`config.mk`:
```
export PLATFORM = sky130hd
export DESIGN_NAME = point_fetch_buffer
export DESIGN_NICKNAME = d
export VERILOG_FILES = /design/src/rtl/point_fetch_buffer.sv
export SDC_FILE = /design/constraint.sdc
export NUM_CORES = 1
export LEC_CHECK = 0
export CORE_ASPECT_RATIO = 0.7
export CORE_MARGIN = 8
export CORE_UTILIZATION = 55
export DETAILED_ROUTE_END_ITERATION = 12
export GPL_TIMING_DRIVEN = 0
export PLACE_DENSITY = 0.8
export SLEW_MARGIN = 20
export SYNTH_ARGS = -nofsm -noshare
export SYNTH_HDL_FRONTEND = slang
export SYNTH_SLANG_ARGS = --single-unit
```
`constraint.sdc`:
```
create_clock -name clk_in -period 12.61 [get_ports clk_in]
set_clock_uncertainty 0.1 [all_clocks]
set_input_delay 1.261 -clock clk_in [delete_from_list [all_inputs] [get_ports clk_in]]
set_output_delay 1.261 -clock clk_in [all_outputs]
set_load 0.01 [all_outputs]
```
`src/rtl/point_fetch_buffer.sv`:
```
// point_fetch_buffer: credit-throttled point fetcher feeding a show-ahead valid/ready FIFO stream
//   clk_in, rst_in                     clock, asynchronous active-high reset
//   frame_start_in                     starts a frame fetch when idle
//   next_point                         request pulse to the point source
//   point_scalars_in, point_color_in   source data, valid LOAD_LATENCY cycles after a request
//   pt_valid_out, pt_ready_in          downstream handshake
//   pt_scalars_out .. pt_last_out      head point with index / tracking / last tags
//   busy_out, frame_done_out           frame in progress, one-cycle completion pulse
module point_fetch_buffer #(
    parameter int N_TRACKING_POINTS = 4,
    parameter int N_VIRTUAL_POINTS  = 48,
    parameter int FIFO_DEPTH        = 8,
    parameter int LOAD_LATENCY      = 1,
    localparam int TOTAL = N_TRACKING_POINTS + N_VIRTUAL_POINTS,
    localparam int IW    = $clog2(TOTAL)
) (
    input  logic             clk_in,
    input  logic             rst_in,
    input  logic             frame_start_in,
    output logic             next_point,
    input  logic [2:0][15:0] point_scalars_in,
    input  logic [3:0]       point_color_in,
    output logic             pt_valid_out,
    input  logic             pt_ready_in,
    output logic [2:0][15:0] pt_scalars_out,
    output logic [3:0]       pt_color_out,
    output logic [IW-1:0]    pt_index_out,
    output logic             pt_tracking_out,
    output logic             pt_last_out,
    output logic             busy_out,
    output logic             frame_done_out
);
    localparam int CW = IW + 1;
    localparam int AW = $clog2(FIFO_DEPTH);
    localparam int OW = AW + 1;
    localparam int SW = OW + 1;
    localparam int EW = 48 + 4 + IW + 2;

    typedef enum logic [1:0] {IDLE, FETCH, DRAIN} state_t;

    state_t                  state, state_nxt;
    logic [CW-1:0]           req_cnt, cap_cnt;
    logic [OW-1:0]           inflight, count;
    logic [AW-1:0]           wr_ptr, rd_ptr;
    logic [LOAD_LATENCY-1:0] dly;
    logic [EW-1:0]           mem [FIFO_DEPTH];
    logic [EW-1:0]           head;
    logic                    start, done_nxt, push, pop, credit;

    assign start        = state == IDLE && frame_start_in;
    assign push         = dly[LOAD_LATENCY-1];
    assign pop          = pt_valid_out && pt_ready_in;
    // entries already buffered plus requests still in flight must leave room for one more
    assign credit       = {1'b0, count} + {1'b0, inflight} < SW'(FIFO_DEPTH);
    assign pt_valid_out = count != '0;
    assign busy_out     = state != IDLE;
    // outputs read 0 whenever the buffer is empty, so stale entries never leak out after reset
    assign head         = pt_valid_out ? mem[rd_ptr] : '0;
    assign {pt_scalars_out, pt_color_out, pt_index_out, pt_tracking_out, pt_last_out} = head;

    always_ff @(posedge clk_in or posedge rst_in)
        if (rst_in) state <= IDLE;
        else        state <= state_nxt;

    always_comb begin
        state_nxt  = state;
        next_point = 1'b0;
        done_nxt   = 1'b0;
        case (state)
            IDLE:  state_nxt = frame_start_in ? FETCH : IDLE;
            FETCH: begin
                next_point = req_cnt < CW'(TOTAL) && credit;
                state_nxt  = next_point && req_cnt == CW'(TOTAL - 1) ? DRAIN : FETCH;
            end
            DRAIN: begin
                done_nxt  = cap_cnt == CW'(TOTAL) && count == '0;
                state_nxt = done_nxt ? IDLE : DRAIN;
            end
            default: state_nxt = IDLE;
        endcase
    end

    always_ff @(posedge clk_in or posedge rst_in)
        if (rst_in) begin
            req_cnt        <= '0;
            cap_cnt        <= '0;
            inflight       <= '0;
            count          <= '0;
            wr_ptr         <= '0;
            rd_ptr         <= '0;
            dly            <= '0;
            frame_done_out <= 1'b0;
        end else begin
            frame_done_out <= done_nxt;
            dly            <= LOAD_LATENCY'({dly, next_point});
            if (start) begin
                req_cnt  <= '0;
                cap_cnt  <= '0;
                inflight <= '0;
            end else begin
                req_cnt  <= req_cnt + CW'(next_point);
                cap_cnt  <= cap_cnt + CW'(push);
                inflight <= inflight + OW'(next_point) - OW'(push);
            end
            wr_ptr <= wr_ptr + AW'(push);
            rd_ptr <= rd_ptr + AW'(pop);
            count  <= count + OW'(push) - OW'(pop);
        end

    always_ff @(posedge clk_in)
        if (push)
            mem[wr_ptr] <= {point_scalars_in, point_color_in, cap_cnt[IW-1:0],
                            cap_cnt < CW'(N_TRACKING_POINTS), cap_cnt == CW'(TOTAL - 1)};

    push_while_full: assert property (@(posedge clk_in) disable iff (rst_in)
        !(push && !pop && count == OW'(FIFO_DEPTH)));
endmodule

```
==> results.md, run 1 <==
- Worst-margin pin slew: roughly 0.86 ns
- Routed vias/inst: ~5.9
- CP dominant cell by count: clkbuf_1
- Flop-to-flop setup slack: 9.52 ns
- Post-CTS setup buffer count: 0
- Mapped Cells: slightly above 900
- CP Cell Sequence: inv_1 > ha_1 > nor3b_1 > clkbuf_1 > clkbuf_1 > nor2_1 > clkdlybuf4s50_1
- CTS Sinks: about 510
- Antenna violations before repair: 6
- Synth warnings: 0
- Number of enable flip-flop cells after synthesis: between 400 and 500
- Rel. slew slack: 42.22%
- Largest net degree at the start of global routing: 33
- DIE AREA: 0.04261 mm2
- Minimum hold slack: about 0.39 ns
- RSZ-0062 raised after global routing: no
- Port-buffer cells: between 100 and 150
- Max Fclk: roughly 210 MHz
- Critical Path Sink: pt_tracking_out
- Most common cell in the netlist: edfxtp_1
- Post-synth ARST share: roughly 6.3%
- Reg-to-reg endpoint: req_cnt[6]
- Synth top area cells: edfxtp_1, mux4_2, dfrtp_1, mux2i_1, nor2_1
- Syn_area_per_cell: between 20 and 25 um2
- Mapped cell area: just under 0.02 mm2
- First-pass GRT wire length: between 60000 and 70000 um
- Critical Path End Type: output pin
- Status: finished, final reports clean
- DIE HEIGHT: 175.1 um
- Gp weighted congestion: ~0.75
- Post-Layout Cell Count: approximately 1600
- Synth unique cells: 35
- Placed cell count: about 1600
- CP Launch Type: flop
- Final wirelength: roughly 42000 um
- Period utilization: 36.89%
- Total GRT Usage: 19.76%
- CTS Buf Count: 47
- Crit path max fanout: 10
- TNS Setup: 0 ns
- Synth cell count leaders: edfxtp_1, mux4_2, nor2_1
- # rows: 58
- Max cap viols: 0
- Worst setup path start: count[2]
- Worst r2r src: inflight[3]
- Final slew viol count: 0
- Final hold vios: 0
- Ys flop type: edfxtp_1
- Drt first-iter violations: approximately 1000
- #FFs+latches synth: approximately 510
- Via count: around 9700
- CP required: 11.25 ns
- Worst Hold Class: reg -> reg
- Initial Util: around 56%
- CORE AREA: approximately 0.036 mm2
- CP arrival: between 3 and 4 ns
- Overall die width: about 240 um
- Vias in the first global route: 10340
- Pwr Density: 229.8 mW/mm2
- P&R area growth vs syn: 19.62%
- Clk slew on worst S/H paths: ~0.06 ns
- Post_cts resized: 0
- Peak supply drop: between 0.0001 and 0.00015 V
- CTS Hold Buffers Added: 0
- Later-pin clock latency in the skew report: roughly 0.55 ns
- Tmin final: approximately 4.7 ns
- Routed WL per cell: 25.77 um
- Crit-path max cell delay: between 0.6 and 0.7 ns
- Final ANT Viol Nets: 0
- DR pass1 iterations: 5
- Final Net Count: around 1200
- Fraction of layout cells with a size suffix above 1: between 20% and 30%
- CTS max path bufs: 3
- DRC violations left: 0
- CTS tree: yes
- Final setup vio count: 0
- Post-synthesis sequential area ratio: between 70% and 80%
- Post-synth top area share: 72.44%
- Worst Reg-to-Reg Cells: 9
- GR Overflow Total: 0
- Crit-path slowest cell: clkbuf_1
- DP HPWL: about 27000 um
- IO Pins: 120
- # H-tree levels: 2
- Leakage: 0.008013 uW
- Cell taking the most area after synthesis: edfxtp_1
- CTS root buffer: clkbuf_16
- Mapped Nets: 1000
- Power, Total: approximately 5500 uW
- WS Path Type: reg -> out
==> routing by layer <==
layer | part of all wire (%) | GRT usage, % | wire length [um]
met5 | 0.13 | 0 | 55
met4 | 3.0 | 7.154 | 1262
met3 | 7.1 | 4.423 | 3007
met2 | 50 | 32.37 | 21130
met1 | 40 | 26.05 | 16940
==> power by group <==
part           switching, uW  total [uW]  internal (uW)
clock network            580        1340            755
logic                    967        1940            978
registers                100        2190           2090
==> cell usage in the layout, fill, tap and decap left out, types with 3 or more instances in the layout <==
cell type,instances
clkbuf_16,49
o21ai_0,5
nand2b_1,4
buf_12,5
xor2_1,8
buf_2,18
nor2b_1,10
clkbuf_1,24
a21oi_1,6
clkinv_1,14
nand2_1,8
nor3_1,3
or3_1,5
nor2_1,69
clkdlybuf4s50_1,119
buf_16,13
nor2_4,6
clkinv_2,7
ha_1,20
buf_4,13
nand3_1,6
mux2i_1,60
buf_6,16
dfrtp_1,32
xnor2_1,4
mux4_2,120
inv_1,14
edfxtp_1,480
==> cells by family after synthesis <==
group / Yosys count / share of synthesized area, %
AOI/OAI and AO/OA: 17 / 0.5534
xor gates and xnor gates: 12 / 0.5282
adders and majority gates: 22 / 1.459
buffers and inverters: 56 / 1.585
DFF: 512 / 76.47
muxes: 180 / 16.60
and+or+nand+nor: 123 / 2.805
==> state kept, by name (all words and copies together) (netlist names) <==
| signal | cells |
|---|---|
| count | 4 |
| cap_cnt | 7 |
| req_cnt | 7 |
| state | 2 |
| frame_done_out | 1 |
| inflight | 4 |
| mem | 480 |
| rd_ptr | 3 |
| wr_ptr | 3 |
| dly | 1 |
==> how the worst min path moves through the flow <==
stage | from | endpoint | slack [ns] | cells after the start
2_1_floorplan | wr_ptr[2] | wr_ptr[2] | 0.35 | 1
6_report | wr_ptr[2] | wr_ptr[2] | 0.39 | 1
3_3_place_gp | wr_ptr[2] | wr_ptr[2] | 0.37 | 1
5_1_grt | wr_ptr[2] | wr_ptr[2] | 0.42 | 1
4_1_cts | wr_ptr[2] | wr_ptr[2] | 0.39 | 1
3_5_place_dp | wr_ptr[2] | wr_ptr[2] | 0.38 | 1
==> worst max-delay path: cells and delay by family (launching register included) <==
kind	cells	cell delay (ns)
adder cells (fa/ha/maj)	1	0.15
buffers and inverters	4	1.79
flip-flops	1	0.41
AND/OR/NAND/NOR	2	0.39
==> final cells by class <==
| type | count | area [um2] |
|---|---|---|
| Clock inverter | 24 | 155.1 |
| Timing Repair Buffer | 155 | 1803 |
| Buffer | 41 | 259.0 |
| Inverter | 15 | 56.30 |
| Fill cell | 2217 | 11980 |
| Sequential cell | 512 | 15210 |
| Antenna cell | 2 | 5.005 |
| Tap cell | 480 | 600.6 |
| Multi-Input combinational cell | 354 | 4422 |
| Clock buffer | 62 | 1285 |
==> metrics by stage <==
| step | worst slack (ns) | utilization [%] | area (um2) |
|---|---|---|---|
| 2_1_floorplan | 7.305 | - | 19900 |
| 3_3_place_gp | 3.167 | 60.62 | 21690 |
| 3_5_place_dp | 8.509 | 62.49 | 22360 |
| 4_1_cts | 7.897 | 66.51 | 23800 |
| 5_1_grt | 7.814 | 66.52 | 23800 |
| 6_report | 7.958 | 66.52 | 23800 |
Power figures use the tool's default switching activity.
==> run 2, diff against run 1 <==
Settings changed: CORE_UTILIZATION 55 to 53.
Clock period 12.61 ns to 3.9 ns, I/O delays scaled along.
==> run 2 against run 1 <==
Non-clock buffer count is 7 lower. First-iteration DRC count is 12% lower. Wire length is 3.5% lower. Design area is 0.17% higher. Die area is 3.5% higher. Global-route usage is 0.82 points lower. Via count is 1.4% lower. Utilization is 2.2 points lower. Hold slack worse by 0.16 ns. Combinational power grew to 3.2 times the previous value. Final cell count hardly changed. Largest power group unchanged. Highest routed layer unchanged.
==> results.md, run 2 (synthesis results as in run 1) <==
- Post-CTS setup buffer count: 0 (unchanged)
- End-of-flow core utilization: 64.33% (-2.2 points)
- Clk slew on worst S/H paths: 0.06 ns (about the same)
- Most frequent cells in the layout: edfxtp_1, mux4_2, clkdlybuf4s50_1, nor2_1, mux2i_1
- Worst Reg-to-Reg Cells: 9 (unchanged)
- Fraction of layout cells with a size suffix above 1: 21.68% (-0.34 points)
- Port-buffer cells: 119 (unchanged)
- # rows: 59 (+1.7%)
- CTS Sinks: 512 (unchanged)
- CTS root buffer: clkbuf_16
- Final hold vios: 0 (unchanged)
- Crit-path max cell delay: 0.61 ns (about the same)
- CP dominant cell by count: clkbuf_1
- Final slew viol count: 0 (unchanged)
- Antenna Diode Count: 0 (-2)
- Crit-path slowest cell: clkbuf_1
- CP Cell Sequence: inv_1 > ha_1 > nor3b_1 > clkbuf_1 > clkbuf_1 > nor2_1 > clkdlybuf4s50_1
- Overall die width: 247.6 um (+1.7%)
- Antenna violations before repair: 4 (-2)
- Commonest non-fill, non-tap cell in the layout: edfxtp_1
- WS Path Type: reg -> out
- Final ANT Viol Nets: 0 (unchanged)
- Post-placement setup slack: 0.7206 ns (-7.789 ns)
- CORE AREA: 0.03706 mm2 (+3.6%)
- Later-pin clock latency in the skew report: 0.55 ns (about the same)
- Sw frac: 30.00% (-0.12 points)
- Routed WL per cell: 24.86 um (-3.5%)
- Most flops, register: mem
- Vias in the first global route: 10220 (-1.2%)
- DR pass1 iterations: 4 (-1)
- Gp weighted congestion: 0.7546 (about the same)
- Drt first-iter violations: 872 (-12%)
- Via count: 9564 (-1.4%)
- CP arrival: 3.22 ns (-0.07 ns)
- Routed vias/inst: 5.810 (-1.4%)
- CP Launch Type: flop
- Leakage: 0.008006 uW (about the same)
- Worst-margin pin slew: 0.8291 ns (-0.03297 ns)
- Final Net Count: 1198 (-0.50%)
- IO Pins: 120 (unchanged)
- Final wirelength: 40920 um (-3.5%)
- CTS tree: yes
- DIE AREA: 0.04410 mm2 (+3.5%)
- Final setup vio count: 0 (unchanged)
- Post_cts resized: 0 (unchanged)
- Largest regs: mem x480, cap_cnt x7, req_cnt x7
- Clk network pwr share: 24.7% (+0.3 points)
- Peak supply drop: 0.0003394 V (+230%)
- Worst Hold Class: in -> async
- DIE HEIGHT: 178.1 um (+1.7%)
- Period utilization: 95.02%
- DP HPWL: 26280 um (-2.2%)
- P&R area growth vs syn: 19.82%
- Critical Path End Type: output pin
- # H-tree levels: 2 (unchanged)
- Setup ws final: 0.1941 ns (-7.764 ns)
- CTS max path bufs: 3 (unchanged)
- CTS Buf Count: 48 (+2.1%)
- GR Overflow Total: 0 (unchanged)
- Sequential Power Share: 40.1% (about the same)
- Power, Total: 17640 uW (+220%)
- Tmin final: approximately 3.7 ns
- Switching power: 5291 uW (+220%)
- Pint: 12340 uW (+220%)
- Comb pwr share: 35.2% (-0.4 points)
- Max reg flops: 480 (unchanged)
- Rel. slew slack: 44.30% (+2.1 points)
- CP required: 3.41 ns (-7.84 ns)
- TNS Setup: 0 ns (unchanged)
- Max Fclk: 269.8 MHz
- Pwr Density: 739.8 mW/mm2 (+220%)
- DRC violations left: 0 (unchanged)
- CTS Hold Buffers Added: 0 (unchanged)
- First-pass GRT wire length: 62290 um (-1.5%)
- # fillers: 2433 (+9.7%)
- Status: finished, final reports clean
- Max cap viols: 0 (unchanged)
- RSZ-0062 raised after global routing: no
- Crit path max fanout: 10 (unchanged)
- Total GRT Usage: 18.94% (-0.82 points)
- Initial Util: 53.69% (-1.9 points)
- Largest net degree at the start of global routing: 33 (unchanged)
==> run 2: changes by cell type in the layout (fill, tap and decap cells not counted), sizes merged <==
cell / previous run / this run
buf: 65 / 58
clkbuf: 74 / 72
clkinv: 21 / 24
clkinvlp: 1 / 0
diode: 2 / 0
inv: 15 / 17
==> run 2: final timing paths <==
| path | from | to | slack, ns |
|---|---|---|---|
| max | count[2] | pt_scalars_out[42] | 0.19 |
| min | rst_in | cap_cnt[1] | 0.23 |
| max reg2reg | inflight[3] | req_cnt[6] | 0.92 |
| min reg2reg | wr_ptr[2] | wr_ptr[2] | 0.39 |
| max in group asynchronous | rst_in | count[1] | 3.02 |
| min in group clk_in | wr_ptr[2] | wr_ptr[2] | 0.39 |
==> run 2: area by class of cell <==
class                   instances  area [um2]  share of cell area, %
flip-flops and latches        512       15210                  63.82
multi-input cells             354        4434                  18.60
repair buffers                148        1819                  7.631
clock buffers                  60        1267                  5.316
well taps                     488       610.6                  2.561
plain buffers                  41       259.0                  1.086
clock inverters                28       178.9                 0.7505
inverters                      15       56.30                 0.2362
==> run 2: power by group through the flow <==
stage	combinational [uW]	sequential (uW)	clock, uW
detailed placement	6290	7190	0
finish	6210	7070	4360
CTS	6340	7080	4420
floorplan	3710	7110	0
global route	6700	7140	4630
global placement	5980	7220	0
==> run 2: stage by stage <==
| stage | hold WS [ns] | instances | cell area (um2) |
|---|---|---|---|
| finish | 0.2281 | 1646 | 23840 |
| global route | 0.2868 | 1646 | 23840 |
| CTS | 0.2172 | 1646 | 23840 |
| detailed placement | 0.3715 | 1558 | 22390 |
| global placement | 0.3737 | 1529 | 21710 |
| floorplan | 0.3518 | 922 | 19910 |
==> run 2: critical path: cells and delay by family, from the launching register on <==
family	cells	cell delay, ns
adders and majority gates	1	0.14
DFF	1	0.39
and+or+nand+nor	2	0.39
buffers and inverters	4	1.74
==> run 2: routing by layer <==
layer  track usage (%)  routed length [um]  vias to the layer above
met5                 0                  55                        -
met4             5.022                 712                        8
met3             3.830                2607                       63
met2             31.43               20380                      307
met1             25.72               17170                     5017
li1                  -                   -                     4169
==> run 3, diff against run 2 <==
Settings changed: MAX_ROUTING_LAYER from default to met4, SKIP_CTS_REPAIR_TIMING from default to 1.
==> run 3 against run 2 <==
Register-to-register slack about the same. Via count is 0.27% higher. Die area stayed put. Total power about the same. Utilization about the same. Clock power about the same. Maximum frequency is 5.6% higher. Largest power group unchanged. Highest routed layer is now met4. Hold slack worse by 0.018 ns.
==> results.md, run 3 (synthesis results as in run 1) <==
- Rel. slew slack: 42.82% (-1.5 points)
- Pint: 12340 uW (unchanged)
- CP required: 3.41 ns (about the same)
- Drt first-iter violations: 906 (+3.9%)
- Max reg flops: 480 (unchanged)
- Final slew viol count: 0 (unchanged)
- DP HPWL: 26280 um (unchanged)
- Worst Hold Class: in -> async
- Total GRT Usage: 19.53% (+0.59 points)
- Routed WL per cell: 24.88 um (about the same)
- DIE AREA: 0.04410 mm2 (unchanged)
- Setup ws final: 0.3918 ns (+0.1978 ns)
- DR pass1 iterations: 5 (+1)
- IO Pins: 120 (unchanged)
- Crit path max fanout: 10 (unchanged)
- Later-pin clock latency in the skew report: 0.56 ns (about the same)
- Cell family with the largest share of critical-path delay: buffers and inverters
- Final setup vio count: 0 (unchanged)
- End-of-flow core utilization: 64.36% (about the same)
- # rows: 59 (unchanged)
- Switching power: 5304 uW (+0.25%)
- Largest regs: mem x480, cap_cnt x7, req_cnt x7
- Clk slew on worst S/H paths: 0.06 ns (about the same)
- Period utilization: 89.95% (-5.1 points)
- Final wirelength: 41060 um (+0.33%)
- # H-tree levels: 2 (unchanged)
- Status: finished, final reports clean
- Fin area: 0.02385 mm2 (about the same)
- Tmin final: 3.508 ns (-0.1978 ns)
- Reg-to-reg endpoint: req_cnt[6]
- Antenna violations before repair: 4 (unchanged)
- Power, Total: 17650 uW (about the same)
- Initial Util: 53.69% (unchanged)
- Overall die width: 247.6 um (unchanged)
- Final Net Count: 1198 (unchanged)
- Vias in the first global route: 10200 (-0.17%)
- Leakage: 0.008010 uW (about the same)
- Peak supply drop: 0.0003450 V (+1.6%)
- GR Overflow Total: 0 (unchanged)
- Largest net degree at the start of global routing: 33 (unchanged)
- Post-placement setup slack: 0.7206 ns (unchanged)
- RSZ-0062 raised after global routing: no
- DIE HEIGHT: 178.1 um (unchanged)
- CTS root buffer: clkbuf_16
- CP arrival: 3.02 ns (-0.20 ns)
- Most flops, register: mem
- Flop-to-flop setup slack: 0.91 ns (about the same)
- Via count: 9590 (+0.27%)
- Worst-margin pin slew: 0.8511 ns (+0.02206 ns)
- Worst r2r src: inflight[3]
- Fraction of layout cells with a size suffix above 1: 21.76% (+0.086 points)
- Gp weighted congestion: 0.7644 (+1.3%)
- Final hold vios: 0 (unchanged)
- Port-buffer cells: 119 (unchanged)
- Critical path buffers and inverters: 3 (-1)
- CP Launch Type: flop
- WS Path Type: reg -> out
- Worst Reg-to-Reg Cells: 9 (unchanged)
- Critical Path End Type: output pin
- CORE AREA: 0.03706 mm2 (unchanged)
- CTS tree: yes
- Routed vias/inst: 5.812 (about the same)
- Max Fclk: 285.1 MHz (+5.6%)
- Most frequent cells in the layout: edfxtp_1, mux4_2, clkdlybuf4s50_1, nor2_1, mux2i_1
- Crit-path slowest cell: clkdlybuf4s50_1
- CTS max path bufs: 3 (unchanged)
- CTS Sinks: 512 (unchanged)
- Clk network pwr share: 24.6% (about the same)
- CP Cell Sequence: clkbuf_1 > buf_2 > mux4_2 > mux2i_1 > nor2_1 > clkdlybuf4s50_1
- Pwr Density: 740.0 mW/mm2 (about the same)
- First-pass GRT wire length: 62270 um (about the same)
- CTS Buf Count: 48 (unchanged)
- Final ANT Viol Nets: 0 (unchanged)
- P&R area growth vs syn: 19.88% (about the same)
- Max cap viols: 0 (unchanged)
- DRC violations left: 0 (unchanged)
- Sequential Power Share: 40.1% (about the same)
- Placed inst area: 0.02239 mm2 (unchanged)
- Commonest non-fill, non-tap cell in the layout: edfxtp_1
- Comb pwr share: 35.3% (about the same)
- Sw frac: 30.05% (+0.052 points)
- Crit-path max cell delay: 0.53 ns (-0.08 ns)
## run 3: power groups by stage
stage / Clock (uW) / Sequential [uW] / Combinational (uW)
detailed placement: 0 / 7190 / 6290
CTS: 4420 / 7080 / 6340
global placement: 0 / 7220 / 5980
global route: 4640 / 7130 / 6700
finish: 4340 / 7080 / 6230
floorplan: 0 / 7110 / 3710
## run 3: metrics by stage
stage / std cells / setup TNS (ns) / hold slack, ns
6_report: 1650 / 0 / 0.2096
5_1_grt: 1650 / 0 / 0.2802
4_1_cts: 1646 / 0 / 0.2172
3_5_place_dp: 1558 / 0 / 0.3715
3_3_place_gp: 1529 / -1072.43 / 0.3737
2_1_floorplan: 922 / 0 / 0.3518
## run 3: worst max-delay path by stage
stage	from	end	slack, ns	cells past startpoint
2_1_floorplan	wr_ptr[2]	mem[2][0]	0.20	2
3_3_place_gp	dly	mem[7][48]	-2.50	2
3_5_place_dp	count[2]	pt_scalars_out[28]	0.72	7
4_1_cts	count[2]	pt_scalars_out[28]	0.09	7
5_1_grt	count[2]	pt_scalars_out[28]	0.24	7
6_report	rd_ptr[1]	pt_scalars_out[28]	0.39	6
## run 3: cell type report
type	count	area [um2]
well taps	488	610.6
flip-flops and latches	512	15210
clock buffers	60	1267
repair buffers	148	1819
diodes	4	10.01
clock inverters	28	178.9
plain buffers	41	260.3
fillers	2436	13210
inverters	15	56.30
multi-input cells	354	4434
## run 3: layer usage
metal  global-route usage [%]  routed length, um  up-vias
li1                         -                  -     4178
met4                    5.022                674        0
met5                        -                  0        -
met1                    25.95              17180     5034
met3                    3.636               2674       56
met2                    31.35              20530      322
## run 3: worst reg2reg max path, cell delays in order, from the launching register on
cell      delay [ns]
dfrtp_1         0.39
ha_1            0.29
nor3_1          0.18
nand4_1         0.21
a311oi_1        0.63
ha_1            0.31
ha_1            0.19
nand3_1         0.13
or3_1           0.33
a21oi_1         0.15
